`src/rtl/uart_tx.sv`:
```
// 8N1 UART transmitter: start bit, eight data bits LSB first, stop bit.
// One bit lasts BAUD_DIV clocks; tx_done is sticky until the next accepted trmt.
module uart_tx #(
  parameter int BAUD_DIV = 2604
) (
  input  logic       clk,
  input  logic       rst_n,
  input  logic       trmt,
  input  logic [7:0] tx_data,
  output logic       TX,
  output logic       tx_done,
  output logic       busy
);

  typedef enum logic {IDLE, XMIT} state_t;

  localparam logic [11:0] BAUD_LAST = 12'(BAUD_DIV - 1);
  localparam logic [3:0]  LAST_BIT  = 4'd9;

  state_t      state_q, state_d;
  logic [8:0]  shift_q, shift_d;
  logic [3:0]  bit_cnt_q, bit_cnt_d;
  logic [11:0] baud_cnt_q, baud_cnt_d;
  logic        done_q, done_d;
  logic        busy_q, busy_d;
  logic        shift_evt;

  assign shift_evt = (baud_cnt_q == BAUD_LAST);

  always_ff @(posedge clk or negedge rst_n) begin
    if (!rst_n) begin
      state_q    <= IDLE;
      shift_q    <= 9'h1FF;
      bit_cnt_q  <= 4'd0;
      baud_cnt_q <= 12'd0;
      done_q     <= 1'b0;
      busy_q     <= 1'b0;
    end else begin
      state_q    <= state_d;
      shift_q    <= shift_d;
      bit_cnt_q  <= bit_cnt_d;
      baud_cnt_q <= baud_cnt_d;
      done_q     <= done_d;
      busy_q     <= busy_d;
    end
  end

  always_comb begin
    state_d = state_q;
    case (state_q)
      IDLE:    if (trmt) state_d = XMIT;
      XMIT:    if (shift_evt && bit_cnt_q == LAST_BIT) state_d = IDLE;
      default: state_d = IDLE;
    endcase
  end

  always_comb begin
    shift_d    = shift_q;
    bit_cnt_d  = bit_cnt_q;
    baud_cnt_d = baud_cnt_q;
    done_d     = done_q;
    busy_d     = busy_q;
    case (state_q)
      IDLE: begin
        if (trmt) begin
          shift_d    = {tx_data, 1'b0};
          bit_cnt_d  = 4'd0;
          baud_cnt_d = 12'd0;
          done_d     = 1'b0;
          busy_d     = 1'b1;
        end
      end
      XMIT: begin
        if (shift_evt) begin
          // Ones shifted in at the top become the stop bit and idle level.
          baud_cnt_d = 12'd0;
          shift_d    = {1'b1, shift_q[8:1]};
          bit_cnt_d  = bit_cnt_q + 4'd1;
          if (bit_cnt_q == LAST_BIT) begin
            bit_cnt_d = 4'd0;
            done_d    = 1'b1;
            busy_d    = 1'b0;
          end
        end else begin
          baud_cnt_d = baud_cnt_q + 12'd1;
        end
      end
      default: ;
    endcase
  end

  assign TX      = shift_q[0];
  assign tx_done = done_q;
  assign busy    = busy_q;

endmodule

```
`config.mk`:
```
export PLATFORM = sky130hd
export DESIGN_NAME = uart_tx
export DESIGN_NICKNAME = d
export VERILOG_FILES = /design/src/rtl/uart_tx.sv
export SDC_FILE = /design/constraint.sdc
export NUM_CORES = 1
export LEC_CHECK = 0
export BUFFER_PORTS_ARGS = -buffer_cell sky130_fd_sc_hd__buf_2
export CAP_MARGIN = 40
export CORE_ASPECT_RATIO = 0.8
export CORE_UTILIZATION = 35
export CTS_CLUSTER_SIZE = 25
export DETAILED_ROUTE_END_ITERATION = 12
export PLACE_DENSITY = 0.54
export RECOVER_POWER = 25
export SLEW_MARGIN = 20
export SYNTH_ARGS = -nofsm -noshare
export SYNTH_HDL_FRONTEND = slang
export SYNTH_SLANG_ARGS = --single-unit
```
`constraint.sdc`:
```
create_clock -name clk -period 4.6 [get_ports clk]
set_clock_uncertainty 0.05 [all_clocks]
set_input_delay 0.46 -clock clk [delete_from_list [all_inputs] [get_ports clk]]
set_output_delay 0.46 -clock clk [all_outputs]
set_load 0.05 [all_outputs]
```
# After elaboration in Yosys (flattened, before gate mapping)
# Cells that the tools add are included.
# totals
regBits,28
latchBits,0
mem_bits_rw,0
mem_bits_ro,0
inputBits,11
out_inout_bits,3
elab_cells,38
mem_count,0
# op_classes
add_sub_neg,2
n_mul,0
div_mod_pow,0
magnitude_cmp,0
eq_ne,5
n_shift,0
muxes,21
n_bitwise,1
n_reduce_logical,3
# ops
op,count
12-bit 2-to-1 mux,2
12-bit one-hot mux with 2 select lines,1
9-bit 2-to-1 mux,2
9-bit one-hot mux with 2 select lines,1
12-bit by 1-bit adder with 12-bit output (second input constant),1
12-bit equality test (second input constant),1
4-bit 2-to-1 mux,3
1-bit 2-to-1 mux,8
4-bit one-hot mux with 2 select lines,1
1-bit one-hot mux with 2 select lines,3
4-bit by 1-bit adder with 4-bit output (second input constant),1
4-bit equality test (second input constant),1
2-bit by 1-bit != test with 1-bit output (second input constant),2
3-bit AND reduction,1
2-bit != test (second input constant),1
2-bit AND reduction,1
1-bit logical AND,1
1-bit NOT,1

# Depth between registers and ports, before layout
# logic_depth
word_depth,4
depth_mapped,6

# Worst setup path after synthesis
# OpenSTA, ideal clock, no wires.
# synth_timing
kind,register to register
startpoint,register baud_cnt_q[8]
endpoint,register bit_cnt_q[2]
setup_ns,0.138
arrival_time_ns,1.621
setup_slack_ns,2.792
path_stages_with_launch,6
path_buffers,1
cell_sequence,dfrtp_1 or4b_4 nor4_4 or2_2 buf_6 o22ai_1
# synth_via
elab_chain_len,3
# synth_lines
item,line_no,source
"start, declared",23,"logic [11:0] baud_cnt_q, baud_cnt_d;"
"start signal, assigned",42,baud_cnt_q <= baud_cnt_d;
12-bit equality test,28,assign shift_evt = (baud_cnt_q == BAUD_LAST);
2-bit by 1-bit != test with 1-bit output (no line),--,
2-bit AND reduction (no line),--,
"end signal, assigned",41,bit_cnt_q <= bit_cnt_d;
"end, declared",22,"logic [3:0] bit_cnt_q, bit_cnt_d;"
# No other way between the ends.
# A chain may end at the register's enable or synchronous reset.

# Worst setup path in the final report
# layout_timing
startpoint,register state_q
endpoint,register bit_cnt_q[2]
# layout_via
elab_chain_len,3
elab_cells_between_ends,5
cone_classes,2 x eq/ne; 1 x mux; 1 x bitwise; 1 x reduce/logical
# layout_lines
item,line_no,source
"start, declared",20,"state_t state_q, state_d;"
"start signal, assigned",39,state_q <= state_d;
1-bit NOT,--,
2-bit != test (no line),--,
2-bit AND reduction (no line),--,
# Parallel ways exist; a longest one is shown, timed or not.

==> impl_metrics.csv <==
group,metric,value,unit
clocking,clock_latency,0.28,ns
worst_hold_path,hp-start,"tx_data[7]",
floorplanning,io_pins,14,
placement,dp_cells,208,
logic_synthesis,ys_seq_elements,28,
worst_setup_path,crit_fanout,19,
logic_synthesis,yosysWarnings,0,
worst_setup_path,path_cells,"inv_1 -> nor4_4 -> or2_2 -> o22ai_1",
placement,hpwl,1970,um
logic_synthesis,async_flop_share,100,%
job,maxCapViolations,1,
worst_setup_path,crit_path_max_incr_delay,0.88,ns
worst_setup_path,crit_path_start_kind,"flip-flop",
worst_setup_path,crit_type,"reg -> reg",
placement,gp_congestion,0.819,
logic_synthesis,synthTopCellsByCount,"19 x dfrtp_1, 16 x nand2_1, 10 x o21ai_0",
timing,setup_violations,0,
logic_synthesis,synth-simple-area-share,22.8,%
worst_setup_path,worstPathArrival,2.88,ns
grt,track_usage,14.8,%
logic_synthesis,synth.avg_cell_area,10.0,um2
clocking,clkTransAtPathRegs,0.10,ns
clocking,tritoncts,"done",
logic_synthesis,synth_most_common_cell,"dfrtp_1",
floorplanning,start_util,37.5,%
cells_and_area,final_nets,172,
logic_synthesis,synth_edf_count,0,
worst_hold_path,whs_endpoint,"shift_q[8]",
logic_synthesis,yosysTopAreaCell,"dfrtp_1",
timing,fmax,359,MHz
timing,rsz0062_at_grt,"no",
cells_and_area,fin_cells,212,
status,outcome,"finished with violations",
route,wire_per_inst,13.6,um
cells_and_area,area_growth,10.2,%
timing,min_period_over_period,60.5,%
floorplanning,die_area,4440,um2
grt,grt_pass1_vias,963,
placement,port_buffers,13,
cells_and_area,fill_cells,397,
clocking,h-tree-depth,1,
logic_synthesis,synth_compound_area_share,15.3,%
timing,finalSetupTns,0,ns
worst_setup_path,critPathCaptureType,"flip-flop",
status,violations,"capacitance limit, slew limit",
route,antenna_left,0,
route,routed_wl,2880,um
clocking,ctsHoldBuffers,0,
grt,grt_remaining_overflow,0,
logic_synthesis,synth_seq_area_share,48.7,%
logic_synthesis,syn_inst,146,
clocking,max-clock-path-buffers,2,
worst_hold_path,hold_depth,3,
logic_synthesis,synth.area.mux_share,5.47,%
clocking,cts_resized,0,
timing,tightest_slew,1.52,ns
worst_setup_path,rr_startpoint,"state_q",
cells_and_area,diodes,0,
cells_and_area,drive_above_1_share,21.7,%
worst_hold_path,hold_path.class,"in -> reg",
grt,antenna_found_initial,0,
timing,slew_violations,29,
power,p_leak,0.749,nW
logic_synthesis,synth_ff_type,"dfrtp_1",
logic_synthesis,syn_nets,160,
worst_setup_path,cp.required,4.70,ns
route,drtIter0Drc,85,
power,p_total,0.436,mW
worst_setup_path,worst_r2r_path_depth,4,
route,route.detailed.drc,0,
worst_setup_path,critPathSlowestCell,"dfrtp_1",
logic_synthesis,synth_area_leaders,"dfrtp_1 33%, dfstp_2 16%, mux2i_1 5.5%",
worst_setup_path,r2r_end,"bit_cnt_q[2]",
logic_synthesis,syn_area,1460,um2
logic_synthesis,synth_top_family_by_area,"simple AND/OR/NAND/NOR gates",
floorplanning,core,3900,um2
floorplanning,die_y,59.8,um
floorplanning,fp.dieW,74.3,um
power,peakVddDrop,0.169,mV
route,firstDrtPassIters,4,
route,drt-vias-per-instance,5.20,
clocking,postCtsSetupRepairBufs,0,
timing,period_minus_slack,2.78,ns
grt,grt_pass1_wl,4860,um
logic_synthesis,yosysTopAreaCellShare,32.5,%
clocking,clock-root-buffer,"clkbuf_8",
logic_synthesis,yosysUniqueCellTypes,39,
clocking,clock_sinks,28,
floorplanning,std_cell_rows,20,
timing,relSlewSlack,-1.23,%
power,p_per_area,271,nW/um2
logic_synthesis,synthXorXnorAreaFrac,1.20,%
logic_synthesis,synthAdderAreaFrac,2.57,%
grt,grt_max_degree,29,
route,vias,1103,
worst_setup_path,r2r_slack,1.82,ns
timing,hold_violations,0,
clocking,cts_buffers,3,
==> cell type report <==
type | count | area, um2 | area share (%)
Clock buffer | 4 | 55.1 | 3.42
Inverter | 5 | 18.8 | 1.16
Multi-Input combinational cell | 107 | 693 | 43.0
Sequential cell | 28 | 712 | 44.2
Tap cell | 55 | 68.8 | 4.27
Timing Repair Buffer | 13 | 63.8 | 3.96
==> cells in the final DEF, fill, tap and decap left out, drive strengths merged, types with 7 or more instances in the layout <==
master,instances
and3,7
nor2,9
mux2i,8
dfstp,9
buf,12
o21ai,10
nor3,8
a21oi,8
dfrtp,19
nand2,16
==> worst max-delay path, delay by kind of cell, from the launching register on <==
kind | cells | cell delay, ns
AO/OA/AOI/OAI | 1 | 0.10
AND/OR/NAND/NOR | 2 | 1.18
flip-flops | 1 | 0.88
buffers and inverters | 1 | 0.43
==> power by group <==
part           total (mW)  internal [mW]  switching, mW
sequential          0.258          0.255        0.00327
clock               0.154         0.0767         0.0776
combinational      0.0234        0.00899         0.0145
==> logic make-up after synthesis <==
group,Yosys count
and+or+nand+nor,60
adders and majority gates,3
AOI/OAI and AO/OA,34
muxes,8
buffers and inverters,11
DFF,28
xor gates and xnor gates,2
==> worst max path at each step <==
stage / to / from / slack (ns)
2_1_floorplan: bit_cnt_q[2] / baud_cnt_q[8] / 2.79
3_3_place_gp: bit_cnt_q[2] / state_q / 1.93
3_5_place_dp: bit_cnt_q[2] / state_q / 1.86
4_1_cts: bit_cnt_q[2] / state_q / 1.84
5_1_grt: bit_cnt_q[2] / state_q / 1.61
6_report: bit_cnt_q[2] / state_q / 1.82
==> layer usage <==
metal / global-route usage, % / vias to the layer above / wire length (um)
met5: 0 / - / 0
met4: 3.23 / 0 / 23
met3: 4.05 / 4 / 91
met2: 20.6 / 16 / 1180
met1: 22.5 / 530 / 1580
li1: - / 553 / -
==> stage by stage <==
stage | area, um2 | hold WS, ns | utilization (%) | setup WS (ns)
after CTS | 1610 | 0.161 | 41.3 | 1.84
after detailed placement | 1560 | 0.410 | 39.9 | 1.86
final | 1610 | 0.321 | 41.3 | 1.82
after floorplan | 1460 | 0.114 | - | 2.79
after global routing | 1610 | 0.319 | 41.3 | 1.61
after global placement | 1560 | 0.406 | 39.9 | 1.93
==> flip-flops by register name, indices dropped and copies added, names as in the netlist <==
signal,count
baud_cnt_q,12
bit_cnt_q,4
busy,1
shift_q,9
state_q,1
tx_done,1
(Power assumes the default switching activity.)
